$ cat src/rtl/iter_branch_comp.sv
// rtl/iter_branch_comp.sv - multi-cycle chunked subtractor resolving RISC-V branch conditions
module iter_branch_comp #(
    parameter int WIDTH = 32,
    parameter int CHUNK = 8
) (
    input  logic             clk,
    input  logic             rst,
    input  logic             in_valid,
    output logic             in_ready,
    input  logic [WIDTH-1:0] data1,
    input  logic [WIDTH-1:0] data2,
    input  logic [2:0]       funct3,
    input  logic             flush,
    output logic             out_valid,
    input  logic             out_ready,
    output logic             zero,
    output logic             cout,
    output logic             sign,
    output logic             ovf,
    output logic             taken,
    output logic             illegal
);

    localparam int NCHUNK = WIDTH / ((CHUNK < 1) ? 1 : CHUNK);
    localparam int CNT_W  = (NCHUNK > 1) ? $clog2(NCHUNK) : 1;
    localparam logic [CNT_W-1:0] CNT_LAST = CNT_W'(NCHUNK - 1);

    generate
        if (CHUNK < 1 || (WIDTH % ((CHUNK < 1) ? 1 : CHUNK)) != 0) begin : g_bad_param
            $error("iter_branch_comp: CHUNK must be >= 1 and divide WIDTH");
        end
    endgenerate

    typedef enum logic [1:0] {
        S_IDLE = 2'd0,
        S_CALC = 2'd1,
        S_DONE = 2'd2
    } state_t;

    state_t           state_q;
    logic [WIDTH-1:0] a_q, b_q;
    logic [2:0]       f3_q;
    logic             a_msb_q, b_msb_q;
    logic             carry_q, zacc_q;
    logic [CNT_W-1:0] cnt_q;
    logic             out_valid_q;
    logic             zero_q, cout_q, sign_q, ovf_q, taken_q, illegal_q;

    logic [CHUNK:0]   sum_d;
    logic [CHUNK-1:0] diff_d;
    logic             carry_d, zero_d, sign_d, ovf_d, lt_d, taken_d, illegal_d;

    // Operands are shifted right each CALC cycle so the low CHUNK bits are always the active chunk
    always_comb begin
        sum_d     = {1'b0, a_q[CHUNK-1:0]} + {1'b0, ~b_q[CHUNK-1:0]} + {{CHUNK{1'b0}}, carry_q};
        diff_d    = sum_d[CHUNK-1:0];
        carry_d   = sum_d[CHUNK];
        zero_d    = zacc_q & (diff_d == '0);
        sign_d    = diff_d[CHUNK-1];
        ovf_d     = (a_msb_q != b_msb_q) && (sign_d != a_msb_q);
        lt_d      = sign_d ^ ovf_d;
        taken_d   = 1'b0;
        illegal_d = 1'b0;
        case (f3_q)
            3'b000:  taken_d = zero_d;
            3'b001:  taken_d = !zero_d;
            3'b100:  taken_d = lt_d;
            3'b101:  taken_d = !lt_d;
            3'b110:  taken_d = !carry_d;
            3'b111:  taken_d = carry_d;
            default: illegal_d = 1'b1;
        endcase
    end

    // Control FSM; flags are captured only on the final chunk and held until the next result
    always_ff @(posedge clk or posedge rst) begin
        if (rst) begin
            state_q     <= S_IDLE;
            a_q         <= '0;
            b_q         <= '0;
            f3_q        <= 3'b000;
            a_msb_q     <= 1'b0;
            b_msb_q     <= 1'b0;
            carry_q     <= 1'b0;
            zacc_q      <= 1'b0;
            cnt_q       <= '0;
            out_valid_q <= 1'b0;
            zero_q      <= 1'b0;
            cout_q      <= 1'b0;
            sign_q      <= 1'b0;
            ovf_q       <= 1'b0;
            taken_q     <= 1'b0;
            illegal_q   <= 1'b0;
        end else if (flush) begin
            state_q     <= S_IDLE;
            out_valid_q <= 1'b0;
        end else begin
            case (state_q)
                S_IDLE: begin
                    if (in_valid) begin
                        a_q     <= data1;
                        b_q     <= data2;
                        f3_q    <= funct3;
                        a_msb_q <= data1[WIDTH-1];
                        b_msb_q <= data2[WIDTH-1];
                        carry_q <= 1'b1;
                        zacc_q  <= 1'b1;
                        cnt_q   <= '0;
                        state_q <= S_CALC;
                    end
                end
                S_CALC: begin
                    a_q     <= a_q >> CHUNK;
                    b_q     <= b_q >> CHUNK;
                    carry_q <= carry_d;
                    zacc_q  <= zacc_q & (diff_d == '0);
                    cnt_q   <= cnt_q + 1'b1;
                    if (cnt_q == CNT_LAST) begin
                        zero_q      <= zero_d;
                        cout_q      <= carry_d;
                        sign_q      <= sign_d;
                        ovf_q       <= ovf_d;
                        taken_q     <= taken_d;
                        illegal_q   <= illegal_d;
                        out_valid_q <= 1'b1;
                        state_q     <= S_DONE;
                    end
                end
                S_DONE: begin
                    if (out_ready) begin
                        out_valid_q <= 1'b0;
                        state_q     <= S_IDLE;
                    end
                end
                default: state_q <= S_IDLE;
            endcase
        end
    end

    assign in_ready  = (state_q == S_IDLE);
    assign out_valid = out_valid_q;
    assign zero      = zero_q;
    assign cout      = cout_q;
    assign sign      = sign_q;
    assign ovf       = ovf_q;
    assign taken     = taken_q;
    assign illegal   = illegal_q;

endmodule

$ cat config.mk
export PLATFORM = sky130hd
export DESIGN_NAME = iter_branch_comp
export DESIGN_NICKNAME = d
export VERILOG_FILES = /design/src/rtl/iter_branch_comp.sv
export SDC_FILE = /design/constraint.sdc
export NUM_CORES = 1
export LEC_CHECK = 0
export BUFFER_PORTS_ARGS = -buffer_cell sky130_fd_sc_hd__buf_2
export CAP_MARGIN = 20
export CORE_MARGIN = 4
export CORE_UTILIZATION = 57
export CTS_BUF_LIST = sky130_fd_sc_hd__clkbuf_8
export DETAILED_ROUTE_END_ITERATION = 7
export PLACE_DENSITY = 0.87
export SLEW_MARGIN = 40
export SYNTH_ARGS = -nofsm -noshare
export SYNTH_HDL_FRONTEND = slang
export SYNTH_SLANG_ARGS = --single-unit
$ cat constraint.sdc
create_clock -name clk -period 3.5 [get_ports clk]
set_clock_uncertainty 0.15 [all_clocks]
set_input_delay 0.525 -clock clk [delete_from_list [all_inputs] [get_ports clk]]
set_output_delay 0.525 -clock clk [all_outputs]
set_load 0.03 [all_outputs]
==> impl_metrics.json <==
{
  "end_kind": "flop",
  "slowest_stage": "fa_1",
  "crit_buf_inv": 1,
  "cp_data_required_time_ns": 3.58,
  "drive_gt1_share_pct": 23.5,
  "relSlewSlack_pct": 46.1,
  "clk_pin_slew_ns": 0.08,
  "cts_tree": "yes",
  "worstSetupPathType": "reg2reg",
  "netlist_top_cells_area": "dfrtp_1 51%, mux2i_1 12%, o21ai_0 8.5%",
  "p_per_area_nw_per_um2": 643,
  "hpwl_microns": 5920,
  "viasPerCell": 5.19,
  "root_buffer": "clkbuf_8",
  "ios": 80,
  "syn_area_per_cell_sq_um": 9.82,
  "synth_area_sq_um": 4020,
  "dieWidth_microns": 91.9,
  "max_freq_mhz": 333,
  "via_count": 3018,
  "synthToLayoutAreaGrowth_pct": 17.2,
  "clk_path_buf_depth": 2,
  "met2WireLength_microns": 3870,
  "htreeDepth": 3,
  "synthesis.nets": 491,
  "drt-met1-wl_microns": 3670,
  "drv_cap": 0,
  "place_area_sq_um": 4500,
  "hold_viol_final": 0,
  "synth_cell_types": 38,
  "cellLeakagePower_nw": 2.49,
  "yosysWarnings": 0,
  "rsz0062_at_grt": "false",
  "tightest_slew_ns": 0.806,
  "rows": 30,
  "cts_hold_buf": 0,
  "crit_family": "adder cells",
  "dieArea_sq_um": 8450,
  "antenna_left": 0,
  "grt_max_degree": 75,
  "antenna_found_initial": 0,
  "core_area_sq_um": 6830,
  "grt_overflow": 0,
  "stdcell_area_sq_um": 4710,
  "min_path_type": "in2async",
  "grt_pass1_wl_microns": 13700,
  "yosysSeqAreaShare_pct": 51.1,
  "synthDominantCellAreaShare_pct": 51.1,
  "slew_viol_final": 0,
  "numCtsBuffers": 9,
  "path_max_fanout": 3,
  "grtUsageTotal_pct": 20.2,
  "cts_setup_buffers": 0,
  "top_layer": "met4",
  "insertion_delay_ns": 0.34,
  "drc_errors": 0,
  "crit_arrival_ns": 3.09,
  "r2r_slack_ns": 0.49,
  "dr.pass1.iters": 4,
  "synthCells": 409,
  "drt_iter0_drc": 105,
  "wl_microns": 8180,
  "status": "finished clean",
  "wl_per_cell_microns": 14.1,
  "period_share_pct": 85.9,
  "fp.dieH_microns": 91.9,
  "critPathMaxStageDelay_ns": 0.45,
  "antenna_cells": 0,
  "yosysTopAreaCell": "dfrtp_1",
  "synth_seq_cells": 82,
  "first_global_vias": 3015,
  "initial_core_util_pct": 58.8,
  "gp_congestion": 0.837,
  "ir_worst_vdd_uv": 303,
  "startpoint_type": "flop",
  "clock-sinks": 82,
  "path_cells": "inv_1 > fa_1 > fa_1 > xor2_1 > nand4_1 > a2111oi_0 > nand4_1 > mux2i_1 > xor2_1 > a221o_1",
  "tns_ns": 0,
  "fin_nets": 562,
  "final-setup-viol-count": 0,
  "fin_crit_ns": 3.01,
  "ctsResizeCount": 0,
  "wl_met3_microns": 513,
  "portBuffers": 79
}
==> cells in the mapped netlist <==
library cell,instances
nand2_1,89
dfrtp_1,82
o21ai_0,68
mux2i_1,50
nor2_1,17
clkbuf_1,16
inv_1,12
a21oi_1,8
ha_1,8
xor2_1,7
buf_2,6
mux2_2,6
nand2b_1,5
a21oi_2,3
a21o_1,2
a22o_1,2
buf_1,2
fa_1,2
nand4_1,2
nor2b_1,2
nor3_1,2
o21ai_1,2
a2111oi_0,1
a21oi_4,1
a221o_1,1
a221oi_1,1
a2bb2oi_1,1
a31oi_1,1
and3_1,1
and4_4,1
nand3_1,1
nor2_2,1
nor3b_1,1
nor4b_2,1
o21ai_2,1
o21bai_1,1
or2_2,1
or3_1,1
==> where the power goes <==
group	switching, mW	total (mW)	internal, mW	leakage, nW
logic	0.552	0.972	0.420	1.33
clock network	0.323	0.734	0.412	0.121
registers	0.145	1.32	1.17	1.03
total	1.02	3.03	2.01	2.49
==> worst paths after layout <==
kind | start | to | depth (start not counted)
setup / recovery | a_q[0] | taken | 10
hold / removal | rst | cnt_q[0] | 2
setup reg to reg | a_q[0] | taken | 10
hold reg to reg | a_q[13] | a_q[13] | 2
max in group asynchronous | rst | b_q[29] | 3
min in group clk | data1[31] | a_q[31] | 3
==> metrics by stage <==
step	hold WS (ns)	instances	utilization (%)	worst slack, ns	power (mW)
after global routing	0.0801	581	68.9	0.125	3.24
after global placement	0.307	565	65.8	0.593	2.27
after floorplan	0.295	409	-	0.716	2.07
after CTS	0.0698	581	68.9	0.474	3.04
after detailed placement	0.319	565	65.8	0.519	2.31
final	0.0584	581	68.9	0.493	3.03
==> state kept, by name, summed over array words and instances (netlist names), 2 cells and up <==
| signal | flops |
|---|---|
| a_q | 32 |
| b_q | 32 |
| f3_q | 3 |
| cnt_q | 2 |
| state_q | 2 |
==> cell families after synthesis <==
| kind of cell | Yosys count | synth area share, % |
|---|---|---|
| buffers and inverters | 36 | 3.55 |
| multiplexers | 56 | 14.1 |
| XOR/XNOR | 7 | 1.53 |
| flip-flops | 82 | 51.1 |
| AO/OA/AOI/OAI | 93 | 13.1 |
| adder cells (fa/ha/maj) | 10 | 3.49 |
| AND/OR/NAND/NOR | 125 | 13.1 |
==> metal layers <==
metal | track usage, % | up-vias
met2 | 32.5 | 66
met1 | 26.5 | 1404
met3 | 6.07 | 13
met5 | 0 | -
met4 | 6.31 | 0
li1 | - | 1535
==> layout make-up <==
type / instances / area (sq um)
Fill cell: 545 / 2120
Clock inverter: 6 / 75.1
Clock buffer: 10 / 138
Sequential cell: 82 / 2050
Tap cell: 96 / 120
Multi-Input combinational cell: 291 / 1840
Timing Repair Buffer: 84 / 433
Inverter: 12 / 50.0
==> cells in the final DEF (no fill, tap or decap), drive strengths merged, types with 2 or more instances in the layout <==
cell type	instances
mux2	6
o21ai	71
nand2	89
bufinv	2
inv	15
nand4	2
a22o	2
buf	84
a21o	2
ha	8
xor2	7
clkbuf	10
nor2	18
fa	2
a21oi	12
dfrtp	82
nor3	2
mux2i	50
nor2b	2
nand2b	5
No activity file was read; power rests on OpenSTA's default activity.
